[src/rtl/descriptor_extract_gen_if.sv]
// Frame-path bundle for descriptor_extract_gen: input byte stream, forwarded stream and descriptor strobe.
// The DUT connects the slave modport and the frame source connects the master modport.
interface descriptor_extract_gen_if #(
    parameter int HDR_BYTES = 6
);
    localparam int DW_DESC = 8 * HDR_BYTES + 24;

    logic [8:0]         iv_data;
    logic               i_data_wr;
    logic [8:0]         ov_data;
    logic               o_data_wr;
    logic [DW_DESC-1:0] ov_descriptor;
    logic               o_descriptor_valid;

    modport master (
        output iv_data, i_data_wr,
        input  ov_data, o_data_wr, ov_descriptor, o_descriptor_valid
    );

    modport slave (
        input  iv_data, i_data_wr,
        output ov_data, o_data_wr, ov_descriptor, o_descriptor_valid
    );
endinterface

[src/rtl/descriptor_extract_gen.sv]
// Per-port descriptor extractor: head-byte admission, 1-cycle forwarding with PTP timestamp insertion,
// header descriptor generation. Define DISCARD_STAT_EN to build the discard/error statistics counters.
module descriptor_extract_gen #(
    parameter logic [3:0] INPORT    = 4'b0000,
    parameter int         HDR_BYTES = 6,
    parameter int         TS_W      = 19,
    parameter int         TS_OFFSET = 3,
    parameter int         CNT_W     = 9
) (
    input  logic                 clk_sys,
    input  logic                 reset_n,
    descriptor_extract_gen_if.slave frm,
    input  logic                 i_standardpkt_tsnpkt_flag,
    input  logic                 port_type,
    input  logic [TS_W-1:0]      iv_rec_ts,
    input  logic [CNT_W-1:0]     iv_free_bufid_cnt,
    input  logic [CNT_W-1:0]     iv_be_threshold,
    input  logic [CNT_W-1:0]     iv_rc_threshold,
    input  logic [CNT_W-1:0]     iv_map_threshold,
    output logic                 o_pkt_discard_pulse,
    output logic                 o_pkt_error_pulse,
    output logic [15:0]          ov_discard_cnt,
    output logic [15:0]          ov_error_cnt,
    output logic [1:0]           ov_state
);
    localparam int         KEY_W    = 8 * HDR_BYTES;
    localparam int         TS_BYTES = (TS_W + 7) / 8;
    localparam int         TS_REM   = TS_W % 8;
    localparam logic [7:0] KEEP_MASK = (TS_REM == 0) ? 8'h00 : 8'(8'hFF << TS_REM);
    localparam logic [2:0] LAST_IDX = 3'(HDR_BYTES - 1);

    typedef enum logic [1:0] {IDLE = 2'd0, HDR = 2'd1, BODY = 2'd2, DISC = 2'd3} state_t;

    state_t              state_q;
    logic [2:0]          idx_q;
    logic [TS_W-1:0]     ts_q;
    logic [2:0]          class_q;
    logic                mapped_q;
    logic                std_q;
    logic                lookup_q;
    logic [KEY_W-1:0]    key_q;

    logic                is_head;
    logic                head_mapped;
    logic [2:0]          head_class;
    logic                head_lookup;
    logic                head_drop;
    logic                ptp_now;
    logic [2:0]          pos;
    logic [8*TS_BYTES-1:0] ts_pad;
    logic [7:0]          out_byte;
    logic [KEY_W-1:0]    key_next;

    assign is_head     = frm.i_data_wr && frm.iv_data[8];
    assign head_mapped = !i_standardpkt_tsnpkt_flag && !port_type;
    assign head_class  = head_mapped ? frm.iv_data[7:5] : 3'd6;
    assign head_lookup = i_standardpkt_tsnpkt_flag || !port_type;
    assign ov_state    = state_q;

    // NOTE: every variable gets a default at the top of the block so no path can infer a latch.
    always_comb begin
        head_drop = (iv_free_bufid_cnt == '0);
        if (!head_mapped) begin
            head_drop = head_drop || (iv_free_bufid_cnt <= iv_map_threshold);
        end else if (head_class == 3'd3) begin
            head_drop = head_drop || (iv_free_bufid_cnt <= iv_rc_threshold);
        end else if (head_class == 3'd6) begin
            head_drop = head_drop || (iv_free_bufid_cnt <= iv_rc_threshold)
                                  || (iv_free_bufid_cnt <= iv_be_threshold);
        end
    end

    // Timestamp insertion: in IDLE the head byte (position 0) uses the live timestamp.
    always_comb begin
        ts_pad            = '0;
        ts_pad[TS_W-1:0]  = (state_q == IDLE) ? iv_rec_ts : ts_q;
        pos               = (state_q == IDLE) ? 3'd0 : idx_q;
        ptp_now           = (state_q == IDLE) ? (head_mapped && head_class == 3'd4)
                                              : (mapped_q && class_q == 3'd4);
        out_byte          = frm.iv_data[7:0];
        if (ptp_now) begin
            for (int m = 0; m < TS_BYTES; m++) begin
                if (pos == 3'(TS_OFFSET + m)) begin
                    out_byte = ((m == 0) ? (frm.iv_data[7:0] & KEEP_MASK) : 8'h00)
                             | ts_pad[8*(TS_BYTES-1-m) +: 8];
                end
            end
        end
        key_next = key_q;
        for (int k = 1; k < HDR_BYTES; k++) begin
            if (idx_q == 3'(k)) key_next[8*(HDR_BYTES-k)-1 -: 8] = frm.iv_data[7:0];
        end
    end

    // NOTE: non-blocking assignments so every register samples the pre-edge values of the others.
    always_ff @(posedge clk_sys or negedge reset_n) begin
        if (!reset_n) begin
            state_q                <= IDLE;
            idx_q                  <= '0;
            ts_q                   <= '0;
            class_q                <= '0;
            mapped_q               <= 1'b0;
            std_q                  <= 1'b0;
            lookup_q               <= 1'b0;
            key_q                  <= '0;
            frm.ov_data            <= '0;
            frm.o_data_wr          <= 1'b0;
            frm.ov_descriptor      <= '0;
            frm.o_descriptor_valid <= 1'b0;
            o_pkt_discard_pulse    <= 1'b0;
            o_pkt_error_pulse      <= 1'b0;
        end else begin
            frm.ov_data            <= {frm.iv_data[8], out_byte};
            frm.o_data_wr          <= frm.i_data_wr;
            frm.o_descriptor_valid <= 1'b0;
            o_pkt_discard_pulse    <= 1'b0;
            o_pkt_error_pulse      <= 1'b0;
            case (state_q)
                IDLE: begin
                    frm.o_data_wr <= 1'b0;
                    if (is_head) begin
                        ts_q     <= iv_rec_ts;
                        class_q  <= head_class;
                        mapped_q <= head_mapped;
                        std_q    <= i_standardpkt_tsnpkt_flag;
                        lookup_q <= head_lookup;
                        if (head_drop) begin
                            o_pkt_discard_pulse <= 1'b1;
                            state_q             <= DISC;
                        end else begin
                            frm.o_data_wr <= 1'b1;
                            key_q         <= {frm.iv_data[7:0], {(KEY_W-8){1'b0}}};
                            idx_q         <= 3'd1;
                            state_q       <= HDR;
                        end
                    end
                end
                HDR: begin
                    if (!frm.i_data_wr) begin
                        o_pkt_error_pulse <= 1'b1;
                        frm.ov_descriptor <= '0;
                        state_q           <= IDLE;
                    end else begin
                        key_q <= key_next;
                        idx_q <= idx_q + 3'd1;
                        if (idx_q == LAST_IDX) begin
                            frm.o_descriptor_valid <= 1'b1;
                            frm.ov_descriptor <= {key_next, std_q, INPORT, lookup_q,
                                                  mapped_q ? 9'h000 : 9'h100, 9'h000};
                            state_q <= frm.iv_data[8] ? IDLE : BODY;
                        end else if (frm.iv_data[8]) begin
                            o_pkt_error_pulse <= 1'b1;
                            frm.ov_descriptor <= '0;
                            state_q           <= IDLE;
                        end
                    end
                end
                BODY: begin
                    if (!frm.i_data_wr || frm.iv_data[8]) state_q <= IDLE;
                end
                DISC: begin
                    frm.o_data_wr <= 1'b0;
                    if (is_head) state_q <= IDLE;
                end
                default: state_q <= IDLE;
            endcase
        end
    end

`ifdef DISCARD_STAT_EN
    always_ff @(posedge clk_sys or negedge reset_n) begin
        if (!reset_n) begin
            ov_discard_cnt <= '0;
            ov_error_cnt   <= '0;
        end else begin
            if (o_pkt_discard_pulse && ov_discard_cnt != 16'hFFFF) ov_discard_cnt <= ov_discard_cnt + 16'd1;
            if (o_pkt_error_pulse && ov_error_cnt != 16'hFFFF)     ov_error_cnt   <= ov_error_cnt + 16'd1;
        end
    end
`else
    assign ov_discard_cnt = '0;
    assign ov_error_cnt   = '0;
`endif
endmodule

[src/flat_wrapper.sv]
// flat-port wrapper written by rule: the top's interface ports become plain ports
module descriptor_extract_gen_flat 
#(
    parameter logic [3:0] INPORT    = 4'b0000,
    parameter int         HDR_BYTES = 6,
    parameter int         TS_W      = 19,
    parameter int         TS_OFFSET = 3,
    parameter int         CNT_W     = 9
)
  (clk_sys, reset_n, i_standardpkt_tsnpkt_flag, port_type, iv_rec_ts, iv_free_bufid_cnt, iv_be_threshold, iv_rc_threshold, iv_map_threshold, o_pkt_discard_pulse, o_pkt_error_pulse, ov_discard_cnt, ov_error_cnt, ov_state, frm_iv_data, frm_i_data_wr, frm_ov_data, frm_o_data_wr, frm_ov_descriptor, frm_o_descriptor_valid);
  descriptor_extract_gen_if #(.HDR_BYTES(HDR_BYTES)) frm_i ();
  input  logic clk_sys;
  input  logic reset_n;
  input  logic i_standardpkt_tsnpkt_flag;
  input  logic port_type;
  input  logic [TS_W-1:0] iv_rec_ts;
  input  logic [CNT_W-1:0] iv_free_bufid_cnt;
  input  logic [CNT_W-1:0] iv_be_threshold;
  input  logic [CNT_W-1:0] iv_rc_threshold;
  input  logic [CNT_W-1:0] iv_map_threshold;
  output logic o_pkt_discard_pulse;
  output logic o_pkt_error_pulse;
  output logic [15:0] ov_discard_cnt;
  output logic [15:0] ov_error_cnt;
  output logic [1:0] ov_state;
  input wire logic [$bits(frm_i.iv_data)-1:0] frm_iv_data;
  input wire logic [$bits(frm_i.i_data_wr)-1:0] frm_i_data_wr;
  output wire logic [$bits(frm_i.ov_data)-1:0] frm_ov_data;
  output wire logic [$bits(frm_i.o_data_wr)-1:0] frm_o_data_wr;
  output wire logic [$bits(frm_i.ov_descriptor)-1:0] frm_ov_descriptor;
  output wire logic [$bits(frm_i.o_descriptor_valid)-1:0] frm_o_descriptor_valid;
  assign frm_i.iv_data = frm_iv_data;
  assign frm_i.i_data_wr = frm_i_data_wr;
  assign frm_ov_data = frm_i.ov_data;
  assign frm_o_data_wr = frm_i.o_data_wr;
  assign frm_ov_descriptor = frm_i.ov_descriptor;
  assign frm_o_descriptor_valid = frm_i.o_descriptor_valid;
  descriptor_extract_gen #(.INPORT(INPORT), .HDR_BYTES(HDR_BYTES), .TS_W(TS_W), .TS_OFFSET(TS_OFFSET), .CNT_W(CNT_W)) u_core (.clk_sys(clk_sys), .reset_n(reset_n), .frm(frm_i), .i_standardpkt_tsnpkt_flag(i_standardpkt_tsnpkt_flag), .port_type(port_type), .iv_rec_ts(iv_rec_ts), .iv_free_bufid_cnt(iv_free_bufid_cnt), .iv_be_threshold(iv_be_threshold), .iv_rc_threshold(iv_rc_threshold), .iv_map_threshold(iv_map_threshold), .o_pkt_discard_pulse(o_pkt_discard_pulse), .o_pkt_error_pulse(o_pkt_error_pulse), .ov_discard_cnt(ov_discard_cnt), .ov_error_cnt(ov_error_cnt), .ov_state(ov_state));
endmodule
[config.mk]
export PLATFORM = sky130hd
export DESIGN_NAME = descriptor_extract_gen_flat
export DESIGN_NICKNAME = d
export VERILOG_FILES = /design/src/rtl/descriptor_extract_gen_if.sv /design/src/rtl/descriptor_extract_gen.sv /design/src/flat_wrapper.sv
export SDC_FILE = /design/constraint.sdc
export NUM_CORES = 1
export LEC_CHECK = 0
export BUFFER_PORTS_ARGS = -buffer_cell sky130_fd_sc_hd__buf_2
export CAP_MARGIN = 20
export CORE_AREA = 2 2 116 118
export DETAILED_ROUTE_END_ITERATION = 8
export DIE_AREA = 0 0 118 120
export PLACE_DENSITY = 0.82
export SYNTH_ARGS = -nofsm -noshare
export SYNTH_HDL_FRONTEND = slang
export SYNTH_SLANG_ARGS = --single-unit
[constraint.sdc]
create_clock -name clk_sys -period 6.4 [get_ports clk_sys]
set_input_delay 0.32 -clock clk_sys [delete_from_list [all_inputs] [get_ports clk_sys]]
set_output_delay 0.32 -clock clk_sys [all_outputs]
set_load 0.1 [all_outputs]
==> summary by stage <==
Timing
The setup total negative slack is 0 ps. The worst pin sits at a relative slew slack of 0.317. The count of final hold-check violations came to 0.

Clock skew on the completed layout was measured at 10.4 ps. The time the worst path needs with I/O delays and setup is 3150 ps. The fmax is 0.318 GHz.

The ratio of final minimum period to clock period is 0.492. The final count of negative-setup-slack endpoints is 0. For the pin with the worst max-slew slack, the measured transition is 1030 ps. The number of pins exceeding their max-slew limit in the final report came to 0. Setup repair after global routing left no endpoint under its margin.

Die
The effective utilization at floorplan is 0.535. After floorplanning, the core was divided into 42 placement rows. 188 I/O pins were placed.

In this run the horizontal extent of the chip is 118 µm. The floorplan die height is 120 µm. The floorplan step defined a die boundary enclosing 0.0142 mm². In this run the standard cell core region covers 0.0130 mm².

Placement
After detailed placement, the design holds a cell count of 943. The placed wire-length estimate is 10.9 mm. The final estimated routing congestion in global placement is 0.865. During placement, the flow inserted port buffers numbering 134. After detailed placement, the total cell area comes to 0.00752 mm².

Setup path
At the worst endpoint, the required time is 6750 ps. The launching element type of the critical path is a flip-flop. The largest individual stage delay along the critical path comes from the cell and3_1. Traced cell by cell, the critical path runs through ha_1, and3_1, nand2_1, inv_1, a22o_1. In this design, the stage delay of the slowest critical-path cell is 860 ps. The critical path's top delay family is simple AND/OR/NAND/NOR gates.

STA classifies the critical path endpoint as a flip-flop. The type of the setup path with the least slack is reg2reg. The data arrival time of the worst path is 3500 ps. The maximum fanout along the worst path is 25. The number of buffers and inverters on the critical path is 1.

Power and ir drop
The internal portion of the total power is 0.00202 W. The switching share of total power is 0.456. The worst supply voltage drop on vdd is 0.283 mV.

The reported leakage power is 4.12 nW. The proportion of power drawn by the clock network is 0.256. In this run the power spent charging and discharging nets is 0.00169 W. Of the total power, combinational logic draws 0.406. Dividing total power by cell area gives a power density of 458 mW/mm². The share of total power dissipated in sequential elements is 0.337.

Global routing
The aggregate global routing overflow is 0. The number of antenna violations at the first check in global routing is 0. The via count of the first global-routing pass came to 5206. Entering global routing, the biggest net connects 72 pins. The wire length of the first global-routing pass is 26.1 mm.

In the global route stage, overall resource usage came out at 0.236.

Synthesis
Sorting the synthesized cells by how often they occur yields 134 x dfrtp_1, 85 x nand2_1, 63 x inv_1. In this run the mean area of a mapped cell was 10.5 µm². Yosys printed 0 warnings. The sequential-to-total area share from yosys stat is 0.483. By area the synthesized netlist is led by dfrtp_1 48%, ha_1 6.5%, buf_4 5.8%. Yosys mapped a number of flops with a built-in enable equal to 0. Summing every instance area after synthesis gives 0.00694 mm². The cell count after synthesis came out at 662.

In the post-synthesis netlist, the cell with the most instances is dfrtp_1. The share of synthesized registers carrying an async set or reset is 1.00. dfrtp_1 takes more of the synthesized area than any other cell. The portion of synthesized cell area occupied by the leading cell type is 0.483. The number of different library cells used by synthesis comes to 55. The synthesized design contains 134 register bits. The most frequently used flop master after synthesis is dfrtp_1.

Detailed routing
After detailed routing, the wire length on met1 is 6.71 mm. The detailed route wirelength on metal2 is 7.90 mm. For this run, design rule violations remaining after detail routing come to 0. The via total after detailed routing is 5186. After detailed routing, the average wire length per cell comes to 16.3 µm.

The highest layer touched by signal routing is met4. The first detailed-routing pass took 5 iterations. In this run the remaining antenna-violating nets after routing total 0. The starting DRC count in detailed routing is 359. The final routed wirelength across all metal layers is 15.9 mm. The total length of routed met3 wires is 931 µm. Dividing the detail-routed via count by the number of cells gives 5.31.

Final layout
The finished cells cover 0.00810 mm². The number of filler instances in the final layout is 1061. The final cell count without fillers is 976. The synthesis-to-layout area growth is 16.7%. The share of layout cells above drive strength 1 is 0.280. The final layout contains 891 nets.

CTS
The total number of H-tree levels is 4. The clock latency of the later-clocked register in the worst-skew pair is 420 ps. The tree is rooted in a clkbuf_16. The clock tree from TritonCTS is built. The number of setup buffers added after CTS is 0. The number of buffers created by CTS is 17. Once the clock tree was built, the resizer swapped 0 gates to a different size. The maximum buffer depth of the clock tree is 2. Hold repair after CTS inserted 0 buffers. The clock net sink count is 134. Clock-pin slew was measured on the worst setup and hold paths at 60 ps.

Job
The max-cap check violation count is 0.

Worst hold path
The tightest min-delay check is of the in2async type.

Status
The flow ran to the end, and the final reports show no timing, DRC or antenna violations.
[registers in the layout (all words and copies together), names as in the netlist]
signal	cells
u_core.frm.ov_descriptor	51
u_core.mapped_q	1
u_core.ts_q	19
u_core.frm.o_data_wr	1
u_core.std_q	1
u_core.frm.ov_data	9
u_core.ov_state	2
u_core.o_pkt_error_pulse	1
u_core.lookup_q	1
u_core.o_pkt_discard_pulse	1
u_core.key_q	40
u_core.class_q	3
u_core.frm.o_descriptor_valid	1
u_core.idx_q	3
[kinds of logic after synthesis]
family | synth area share
buffers and inverters | 0.114
and+or+nand+nor | 0.0980
DFF | 0.483
AOI/OAI and AO/OA | 0.135
muxes | 0.104
adders and majority gates | 0.0649
other | 0.000540
xor gates and xnor gates | 0.00126
[layout by cell type, fill, tap and decap left out, drive strengths merged, types with 4 or more instances in the layout]
cell      instances
a211oi            4
o21ai            48
inv              70
nor2             11
dfrtp           134
nand2            86
ha               36
o221ai            8
clkinvlp          4
clkbuf           18
a32o             15
nor2b             4
a21boi           11
nand4             7
nor3              4
buf             139
mux2             42
nand3            15
a21oi             7
conb             53
a22o             19
mux2i            22
[final cells by class]
type,count,area [µm²],area share
flip-flops and latches,134,3350,0.414
multi-input cells,430,3000,0.370
repair buffers,139,711,0.0877
clock buffers,18,439,0.0542
inverters,64,240,0.0296
well taps,176,220,0.0272
clock inverters,14,140,0.0173
diodes,1,2.50,0.000309
[power groups by stage]
stage,Combinational [W],Sequential [W],Clock [W]
floorplan,0.000739,0.00175,0
global placement,0.00147,0.00125,0
detailed placement,0.00150,0.00126,0
CTS,0.00151,0.00125,0.000963
global route,0.00161,0.00128,0.00100
finish,0.00151,0.00125,0.000951
[layer usage]
| metal | vias up | GRT usage |
|---|---|---|
| met5 | - | 0 |
| met4 | 0 | 0.0858 |
| met3 | 30 | 0.0646 |
| met2 | 179 | 0.382 |
| met1 | 2546 | 0.305 |
| li1 | 2431 | - |
[per-stage QoR]
| stage | total power [W] | hold WS [ps] | setup WS [ps] | util |
|---|---|---|---|---|
| floorplan | 0.00249 | 24.4 | 3730 | - |
| detailed placement | 0.00276 | 466 | 3370 | 0.579 |
| global route | 0.00390 | 89.2 | 3070 | 0.624 |
| CTS | 0.00372 | 47.0 | 3340 | 0.624 |
| finish | 0.00371 | 24.0 | 3250 | 0.624 |
| global placement | 0.00272 | 463 | 3430 | 0.579 |
[final timing paths]
path,from,to,slack (ps),depth (start not counted)
max reg2reg,u_core.idx_q[0]$_DFFE_PN0P_,u_core.frm.ov_descriptor[65]$_DFFE_PN0P_,3250,5
max,u_core.idx_q[0]$_DFFE_PN0P_,u_core.frm.ov_descriptor[65]$_DFFE_PN0P_,3250,5
max in group asynchronous,reset_n,u_core.frm.ov_descriptor[34]$_DFFE_PN0P_,5050,2
min,reset_n,u_core.frm.ov_descriptor[68]$_DFFE_PN0P_,20,1
min in group clk_sys,frm_iv_data[8],u_core.frm.ov_data[8]$_DFF_PN0_,120,1
min reg2reg,u_core.frm.ov_descriptor[60]$_DFFE_PN0P_,u_core.frm.ov_descriptor[60]$_DFFE_PN0P_,480,2
Power figures use the tool's default switching activity.
